### config.mk
export PLATFORM = sky130hd
export DESIGN_NAME = axi_stream_strip_header
export DESIGN_NICKNAME = d
export VERILOG_FILES = /design/src/rtl/axi_stream_strip_header.sv
export SDC_FILE = /design/constraint.sdc
export NUM_CORES = 1
export LEC_CHECK = 0
export BUFFER_PORTS_ARGS = -buffer_cell sky130_fd_sc_hd__buf_2
export CAP_MARGIN = 5
export CORE_AREA = 2 2 168 170
export DETAILED_ROUTE_END_ITERATION = 6
export DIE_AREA = 0 0 170 172
export SLEW_MARGIN = 30
export SYNTH_ARGS = -nofsm -noshare
export SYNTH_HDL_FRONTEND = slang
export SYNTH_SLANG_ARGS = --single-unit
### constraint.sdc
create_clock -name clk -period 6.3 [get_ports clk]
set_input_delay 0.945 -clock clk [delete_from_list [all_inputs] [get_ports clk]]
set_output_delay 0.945 -clock clk [all_outputs]
set_load 0.05 [all_outputs]
### src/rtl/axi_stream_strip_header.sv
// -----------------------------------------------------------------------------
// axi_stream_strip_header
//
// Removes a per-packet programmable number of leading header bytes from an
// AXI-Stream packet and re-aligns the remaining payload to the MSB lane.
// The payload leaves on a registered output stream. The stripped header is
// reported on a side port.
//
// Optional feature macro: STRIP_HDR_OUT_EN
//   defined   -> hdr_vld / hdr_data / hdr_keep are driven by a capture register
//   undefined -> hdr_vld / hdr_data / hdr_keep are tied to 0
//
// Ports
//   clk, rst                      clock, asynchronous active-high reset
//   valid_in/ready_in             input beat handshake
//   data_in/keep_in/last_in       input beat (first byte in the MSB lane)
//   valid_out/ready_out           output beat handshake
//   data_out/keep_out/last_out    MSB-aligned payload beat (unkept lanes are 0)
//   valid_strip/ready_strip       per-packet strip command handshake
//   byte_strip_cnt                header length minus one
//   hdr_vld/hdr_data/hdr_keep     header capture pulse, right-aligned header
//   pkt_drop                      pulse: packet carried no payload bytes
// -----------------------------------------------------------------------------
module axi_stream_strip_header #(
  parameter int unsigned DATA_WD      = 32,
  parameter int unsigned DATA_BYTE_WD = DATA_WD / 8,
  parameter int unsigned BYTE_CNT_WD  = $clog2(DATA_BYTE_WD)
) (
  input  logic                    clk,
  input  logic                    rst,
  input  logic                    valid_in,
  output logic                    ready_in,
  input  logic [DATA_WD-1:0]      data_in,
  input  logic [DATA_BYTE_WD-1:0] keep_in,
  input  logic                    last_in,
  output logic                    valid_out,
  input  logic                    ready_out,
  output logic [DATA_WD-1:0]      data_out,
  output logic [DATA_BYTE_WD-1:0] keep_out,
  output logic                    last_out,
  input  logic                    valid_strip,
  output logic                    ready_strip,
  input  logic [BYTE_CNT_WD-1:0]  byte_strip_cnt,
  output logic                    hdr_vld,
  output logic [DATA_WD-1:0]      hdr_data,
  output logic [DATA_BYTE_WD-1:0] hdr_keep,
  output logic                    pkt_drop
);

  localparam int unsigned W      = DATA_BYTE_WD;
  localparam int unsigned LEN_WD = BYTE_CNT_WD + 1;
  localparam int unsigned SH_WD  = LEN_WD + 3;
  localparam logic [LEN_WD-1:0] FULL_LEN = LEN_WD'(W);

  typedef enum logic [1:0] {
    S_IDLE,
    S_HDR,
    S_BODY,
    S_FLUSH
  } state_t;

  // Mask of the k most significant lanes.
  function automatic logic [W-1:0] top_lanes(input logic [LEN_WD-1:0] k);
    top_lanes = ~({W{1'b1}} >> k);
  endfunction

  // Mask of the k least significant lanes.
  function automatic logic [W-1:0] low_lanes(input logic [LEN_WD-1:0] k);
    low_lanes = ~({W{1'b1}} << k);
  endfunction

  // Expand a lane mask to a bit mask.
  function automatic logic [DATA_WD-1:0] lane_mask(input logic [W-1:0] k);
    logic [DATA_WD-1:0] m;
    m = '0;
    for (int unsigned i = 0; i < W; i++) begin
      m[i*8 +: 8] = {8{k[i]}};
    end
    return m;
  endfunction

  // Number of enabled lanes.
  function automatic logic [LEN_WD-1:0] lane_count(input logic [W-1:0] k);
    logic [LEN_WD-1:0] c;
    c = '0;
    for (int unsigned i = 0; i < W; i++) begin
      c = c + LEN_WD'(k[i]);
    end
    return c;
  endfunction

  // Byte count to bit shift amount.
  function automatic logic [SH_WD-1:0] bits_of(input logic [LEN_WD-1:0] k);
    return {k, 3'b000};
  endfunction

  state_t                state_q, state_n;
  logic [BYTE_CNT_WD-1:0] cnt_q, cnt_n;
  logic [DATA_WD-1:0]    residue_q, residue_n;
  logic [W-1:0]          flush_keep_q, flush_keep_n;

  logic                  valid_out_n, last_out_n, pkt_drop_n, ready_strip_n;
  logic [DATA_WD-1:0]    data_out_n;
  logic [W-1:0]          keep_out_n;

  logic [LEN_WD-1:0]     n_len, s_len, ws_len, in_len;
  logic [DATA_WD-1:0]    din_m;
  logic                  out_free, in_fire, strip_fire;

  // Header length N, split S = N mod W, residue width W-S, beat length L.
  assign n_len  = LEN_WD'(cnt_q) + LEN_WD'(1);
  assign s_len  = (n_len == FULL_LEN) ? '0 : n_len;
  assign ws_len = FULL_LEN - s_len;
  assign in_len = lane_count(keep_in);
  assign din_m  = data_in & lane_mask(keep_in);

  assign out_free   = !valid_out || ready_out;
  assign ready_in   = ((state_q == S_HDR) || (state_q == S_BODY)) && out_free;
  assign in_fire    = valid_in && ready_in;
  assign strip_fire = valid_strip && ready_strip;

  // Next-state and next-register values.
  always_comb begin
    state_n      = state_q;
    cnt_n        = cnt_q;
    residue_n    = residue_q;
    flush_keep_n = flush_keep_q;
    valid_out_n  = valid_out;
    data_out_n   = data_out;
    keep_out_n   = keep_out;
    last_out_n   = last_out;
    pkt_drop_n   = 1'b0;

    if (valid_out && ready_out) begin
      valid_out_n = 1'b0;
    end

    unique case (state_q)
      S_IDLE: begin
        if (strip_fire) begin
          cnt_n   = byte_strip_cnt;
          state_n = S_HDR;
        end
      end

      S_HDR: begin
        if (in_fire) begin
          if (last_in) begin
            state_n = S_IDLE;
            if (in_len > n_len) begin
              valid_out_n = 1'b1;
              data_out_n  = din_m << bits_of(n_len);
              keep_out_n  = top_lanes(in_len - n_len);
              last_out_n  = 1'b1;
            end else begin
              pkt_drop_n = 1'b1;
            end
          end else begin
            // Bytes below the header become the left-aligned residue.
            residue_n = din_m << bits_of(s_len);
            state_n   = S_BODY;
          end
        end
      end

      S_BODY: begin
        if (in_fire) begin
          valid_out_n = 1'b1;
          if (s_len == '0) begin
            data_out_n = din_m;
            keep_out_n = keep_in;
            last_out_n = last_in;
            if (last_in) begin
              state_n = S_IDLE;
            end
          end else begin
            data_out_n = residue_q | (din_m >> bits_of(ws_len));
            residue_n  = din_m << bits_of(s_len);
            keep_out_n = '1;
            last_out_n = 1'b0;
            if (last_in) begin
              if (in_len <= s_len) begin
                keep_out_n = top_lanes(ws_len + in_len);
                last_out_n = 1'b1;
                state_n    = S_IDLE;
              end else begin
                // Leftover bytes do not fit: emit them in a trailing beat.
                flush_keep_n = top_lanes(in_len - s_len);
                state_n      = S_FLUSH;
              end
            end
          end
        end
      end

      S_FLUSH: begin
        if (out_free) begin
          valid_out_n = 1'b1;
          data_out_n  = residue_q;
          keep_out_n  = flush_keep_q;
          last_out_n  = 1'b1;
          state_n     = S_IDLE;
        end
      end

      default: begin
        state_n = S_IDLE;
      end
    endcase

    ready_strip_n = (state_n == S_IDLE);
  end

  // State and datapath registers.
  always_ff @(posedge clk or posedge rst) begin
    if (rst) begin
      state_q      <= S_IDLE;
      cnt_q        <= '0;
      residue_q    <= '0;
      flush_keep_q <= '0;
      valid_out    <= 1'b0;
      data_out     <= '0;
      keep_out     <= '0;
      last_out     <= 1'b0;
      pkt_drop     <= 1'b0;
      ready_strip  <= 1'b0;
    end else begin
      state_q      <= state_n;
      cnt_q        <= cnt_n;
      residue_q    <= residue_n;
      flush_keep_q <= flush_keep_n;
      valid_out    <= valid_out_n;
      data_out     <= data_out_n;
      keep_out     <= keep_out_n;
      last_out     <= last_out_n;
      pkt_drop     <= pkt_drop_n;
      ready_strip  <= ready_strip_n;
    end
  end

`ifdef STRIP_HDR_OUT_EN
  logic              hdr_fire;
  logic [LEN_WD-1:0] hdr_len;

  // A short single-beat packet reports only the bytes it actually carried.
  assign hdr_fire = in_fire && (state_q == S_HDR);
  assign hdr_len  = (last_in && (in_len < n_len)) ? in_len : n_len;

  // Header capture register.
  always_ff @(posedge clk or posedge rst) begin
    if (rst) begin
      hdr_vld  <= 1'b0;
      hdr_data <= '0;
      hdr_keep <= '0;
    end else begin
      hdr_vld <= hdr_fire;
      if (hdr_fire) begin
        hdr_data <= din_m >> bits_of(FULL_LEN - hdr_len);
        hdr_keep <= low_lanes(hdr_len);
      end
    end
  end
`else
  assign hdr_vld  = 1'b0;
  assign hdr_data = '0;
  assign hdr_keep = '0;
`endif

endmodule

# Yosys cells after proc, flatten, opt, wreduce, memory -nomap -nowiden
# Index checks and enable logic that the tools add are counted.
# totals
n_memories	0
mem_bits_rw	0
word_cells	112
romBits	0
out_inout_bits	78
regBits	80
inputBits	44
latch_bits	0
# op_classes
bitwise	7
n_lt_le_gt_ge	2
reduce_logical	16
n_div	0
mul	0
n_eq_ne	11
shift	6
mux	52
add_sub_neg	8
# ops
cell	n
32-bit 2-to-1 mux	10
32-bit one-hot mux with 3 select lines	1
32-bit one-hot mux with 2 select lines	1
32-bit by 6-bit << shifter with 32-bit output	2
32-bit bitwise AND	1
4-bit 2-to-1 mux	8
32-bit bitwise OR	1
32-bit by 6-bit >> shifter with 32-bit output	1
1-bit 2-to-1 mux	18
2-bit 2-to-1 mux	9
2-bit != test, second input constant	6
4-bit NOT	3
4-bit one-hot mux with 3 select lines	1
4-bit by 3-bit >> shifter with 4-bit output, first input constant	3
5-bit AND reduction	2
2-bit one-hot mux with 4 select lines	1
1-bit one-hot mux with 3 select lines	2
6-bit AND reduction	1
3-bit subtractor	2
2-bit equality test, second input constant	2
1-bit logical AND	4
2-bit zero test	2
2-bit by 1-bit adder with 3-bit output	1
2-bit by 1-bit adder with 3-bit output, second input constant	1
other kinds (17)	19

# Logic depth before layout (Yosys ltp)
# depth
ltp_word	12
mapped_depth	16
mapped_depth_nobuf	11

# Worst setup path before layout
# Ideal clock, no wire load.
# synth_path
path_type	input to register
start	input keep_in[1]
end	register keep_out[3]
path_slack_ns	1.992
n_path_buf	3
path_stages	12
required_time_ns	6.168
setup_time_ns	0.132
arrival_ns	4.176
path_cell_list	buf_2 buf_2 clkbuf_1 inv_1 fa_1 inv_1 ha_1 ha_1 fa_1 or4b_2 o31ai_1 a31oi_1
# synth_between
elab_chain_cells	11
elab_cells_between_ends	21
classes_between	add/sub: 5; order compare: 2; eq/ne: 1; shift: 2; mux: 8; bitwise: 2; reduce/logical: 1
# synth_lines
item	line	source
start: declaration	34	input logic [DATA_BYTE_WD-1:0] keep_in,
1-bit by 1-bit adder with 2-bit output *	87	c = c + LEN_WD'(k[i]);
2-bit by 1-bit adder with 3-bit output *	87	
3-bit by 1-bit adder with 3-bit output *	87	
3-bit adder	183	keep_out_n = top_lanes(ws_len + in_len);
4-bit by 3-bit >> shifter with 4-bit output	64	top_lanes = ~({W{1'b1}} >> k);
4-bit NOT	64	
4-bit 2-to-1 mux	182	if (in_len <= s_len) begin
4-bit 2-to-1 mux	181	if (last_in) begin
4-bit 2-to-1 mux	169	if (s_len == '0) begin
4-bit 2-to-1 mux	167	if (in_fire) begin
4-bit one-hot mux with 3 select lines	138	unique case (state_q)
end signal: assignment	234	keep_out <= keep_out_n;
end: declaration	39	output logic [DATA_BYTE_WD-1:0] keep_out,
# Mark *: on every way between the ends. The rest lies on a longest branch, timed or not. The select of a mux whose other input is x is not followed.
# A chain may end at the register's enable or synchronous reset.

# Worst setup path after layout
# layout_path
start	input keep_in[1]
end	register data_out[9]
# layout_between
elab_chain_cells	6
elab_cells_between_ends	16
classes_between	add/sub: 3; order compare: 1; eq/ne: 1; shift: 2; mux: 6; bitwise: 2; reduce/logical: 1
# layout_lines
item	line	source
1-bit by 1-bit adder with 2-bit output / 32-bit bitwise AND (equally long branches)	87, 115	
2-bit by 1-bit adder with 3-bit output (tied with other cells)	87	
3-bit by 1-bit adder with 3-bit output (tied with other cells)	87	
3-bit > comparator (tied with other cells)	150	if (in_len > n_len) begin
2-bit by 1-bit != test with 1-bit output (no source line) (tied with other cells)	--	
6-bit AND reduction (no source line) / 32-bit one-hot mux with 3 select lines (equally long branches)	--	
end signal: assignment	233	data_out <= data_out_n;
end: declaration	38	output logic [DATA_WD-1:0] data_out,
# Parallel ways exist; a longest one is shown, timed or not. The select of a mux whose other input is x is not followed.

==> out/metrics.yaml <==
grt_pass1_wl_mm: 35.58
dr.pass1.iters: 5
ys_seq_area_frac: 0.2971
timing.fmax_ghz: 0.2324
rr_endpoint: "keep_out[3]"
clk_pin_slew_worst_paths_ns: 0.06
cpMaxStageDelayCell: "fa_1"
insertion_delay_ns: 0.36
postLayoutCellArea_um2: 7527
rsz0062_at_grt: "no"
powerDensity_nw_per_um2: 605.6
setup_viol: 0
detail_route.iter0.violations: 701
ios: 122
cts_buffer_depth: 2
cp.required_ns: 6.52
path_cells: "buf_2 -> inv_1 -> fa_1 -> inv_1 -> ha_1 -> ha_1 -> ha_1 -> nand2_1 -> o21ai_0 -> a311o_1 -> buf_4 -> o21ai_1"
place_ws_ns: 1.666
synthToLayoutAreaGrowth_pct: 11.70
antenna_left: 0
gp_congestion: 0.8609
seqPwrFrac: 0.185
grt_use_total: 0.1600
setup_slack_ns: 1.997
nets: 916
max-cap-violations: 0
hold_viol: 0
synth-edff-count: 0
synth_cell_types: 79
numCtsBuffers: 9
power.total_w: 0.004558
core_area_um2: 27480
setup-tns-final_ns: 0
intPower_w: 0.002060
synthAdderAreaFrac: 0.03973
synth_top_family_by_area: "compound AO/OA/AOI/OAI gates"
p_leak_nw: 3.210
crit_path_start_kind: "primary input"
synthFlopType: "dfrtp_1"
grt_pass1_vias: 5957
critPathKind: "primary input to register"
pwr-share-comb: 0.685
worstPathArrival_ns: 4.52
swShare: 0.5480
antenna_found_initial: 0
ctsHoldBuffers: 0
muxShareOfSynthArea: 0.08299
synth_xor_area_frac: 0.01003
dieWidth_um: 170
whs_ns: 0.4722
cts_htree_levels: 3
reg2reg_depth: 8
fp.dieH_um: 172
grt_max_degree: 72
path_max_fanout: 34
overflow: 0
synth_area_leader_cell: "dfrtp_1"
placementRows: 61
drt-total-wl_mm: 23.50
cts_setup_buffers: 0
synth_cells: 816
drive_gt1_frac: 0.1876
viasPerCell: 5.424
fin_crit_ns: 4.303
crit_top_cell: "ha_1"
ys_warn_count: 0
holdCritStartpoint: "residue_q[1]"
whs_path_depth: 2
peakVddDrop_mv: 0.3400
switching_power_w: 0.002498
hold_class: "register to register"
vias: 6530
portBuffers: 84
synth.top_cell.area_share: 0.2971
r2r_start: "cnt_q[0]"
status: "finished clean"
synth_compound_area_frac: 0.2880
regToRegSetupSlack_ns: 2.59
fillers: 2961
slew_violations: 0
dpl_cell_area_um2: 7182
end_kind: "register"
post_cts.resized_instances: 0
slowest_delay_ns: 0.54
dp_hpwl_mm: 15.84
synthSimpleGateAreaFrac: 0.1704
ys_ff_latch: 80
period_share: 0.6831
yosys-top-cells-area: "dfrtp_1 (30%), nand2_1 (6.3%), buf_4 (4.8%)"
power_frac_clock: 0.130
die_area_um2: 29240
async_flop_share: 1.000
hold_end: "residue_q[1]"
drc_errors: 0
worst_slew_pin_slew_ns: 1.028
netlist_area_um2: 6739
routedWlPerCell_um: 19.52
slew_headroom: 0.3111
cts_tree: "built"
antenna_cells: 0
skew_ns: 0.004965
start_util: 0.2453
synth_area_per_cell_um2: 8.259
cts_root_buf: "clkbuf_16"
cts_sinks: 80
## metrics by stage
step / utilization / cells
2_1_floorplan: - / 852
3_3_place_gp: 0.2614 / 1187
3_5_place_dp: 0.2614 / 1187
4_1_cts: 0.2731 / 1203
5_1_grt: 0.2740 / 1204
6_report: 0.2740 / 1204
## cells by family (layout without fill, tap and decap cells)
group | Yosys count | count (layout)
XOR/XNOR | 6 | 6
other | 1 | 37
adder cells (fa/ha/maj) | 19 | 19
multiplexers | 41 | 41
flip-flops | 80 | 80
AND/OR/NAND/NOR | 251 | 251
AO/OA/AOI/OAI | 286 | 286
buffers and inverters | 132 | 138
## state kept, by name, indices dropped and copies added, names as in the netlist
| register | count |
|---|---|
| state_q | 2 |
| data_out | 32 |
| valid_out | 1 |
| pkt_drop | 1 |
| keep_out | 4 |
| cnt_q | 2 |
| ready_strip | 1 |
| last_out | 1 |
| flush_keep_q | 4 |
| residue_q | 32 |
## synthesized netlist by cell type (all sizes together) (4+ instances only)
cell type / count
a211oi: 7
a21bo: 4
a21boi: 5
a21o: 7
a21oi: 44
a221oi: 15
a22o: 7
a2bb2oi: 10
a31oi: 22
a41oi: 4
and2: 6
buf: 77
clkbuf: 32
dfrtp: 80
fa: 4
ha: 15
inv: 21
mux2: 17
mux2i: 15
mux4: 9
nand2: 113
nand2b: 6
nand3: 40
nor2: 56
nor2b: 5
nor3: 9
o211ai: 21
o21ai: 84
o22ai: 4
o31ai: 19
o41ai: 6
xnor2: 4
## cells in the final DEF (no fill, tap or decap), drive strengths merged, types with 10 or more instances in the layout
cell type	Yosys	routed
a221oi	15	15
nor2	56	56
clkbuf	32	11
dfrtp	80	80
a2bb2oi	10	10
o21ai	84	84
ha	15	15
mux2i	15	15
buf	77	99
nand3	40	40
a31oi	22	22
mux2	17	17
o31ai	19	19
inv	21	20
o211ai	21	21
a21oi	44	44
nand2	113	113
conb	1	37
## power by group through the flow
stage	registers [W]	clock network, W	logic (W)
2_1_floorplan	0.00118	0	0.00207
3_3_place_gp	0.000852	0	0.00304
3_5_place_dp	0.000853	0	0.00306
4_1_cts	0.000845	0.000604	0.00307
5_1_grt	0.000871	0.000625	0.00336
6_report	0.000843	0.000594	0.00312
## area by class of cell
cell class              count  area [um2]  share of cell area
flip-flops and latches     80        2003              0.2661
clock inverters             5       80.08             0.01064
well taps                 346       432.9             0.05751
multi-input cells         640        4133              0.5490
repair buffers             99       545.5             0.07247
clock buffers              11       242.7             0.03225
inverters                  23       90.09             0.01197
## worst max-delay path: cells and delay by family
| family | cells | cell delay (ns) |
|---|---|---|
| buffers and inverters | 4 | 1.04 |
| AO/OA/AOI/OAI | 3 | 1.04 |
| AND/OR/NAND/NOR | 1 | 0.08 |
| adder cells (fa/ha/maj) | 4 | 1.40 |
## worst max-delay path by stage
stage,startpoint,endpoint,cells after the start
final,keep_in[1],data_out[9],12
after global routing,keep_in[1],data_out[30],13
after CTS,keep_in[1],data_out[9],12
after detailed placement,keep_in[1],data_out[9],12
after global placement,keep_in[1],data_out[9],12
after floorplan,keep_in[1],keep_out[3],12
## routing by layer
metal | GRT usage | part of all wire | up-vias | wire [um]
met1 | 0.2090 | 0.42 | 3130 | 9764
met4 | 0.06949 | 0.030 | 0 | 705
met2 | 0.2539 | 0.46 | 367 | 10880
li1 | - | - | 2991 | -
met5 | 0 | 0 | - | 0
met3 | 0.03639 | 0.091 | 42 | 2143
Note: power is estimated with default switching activity, not from simulation.
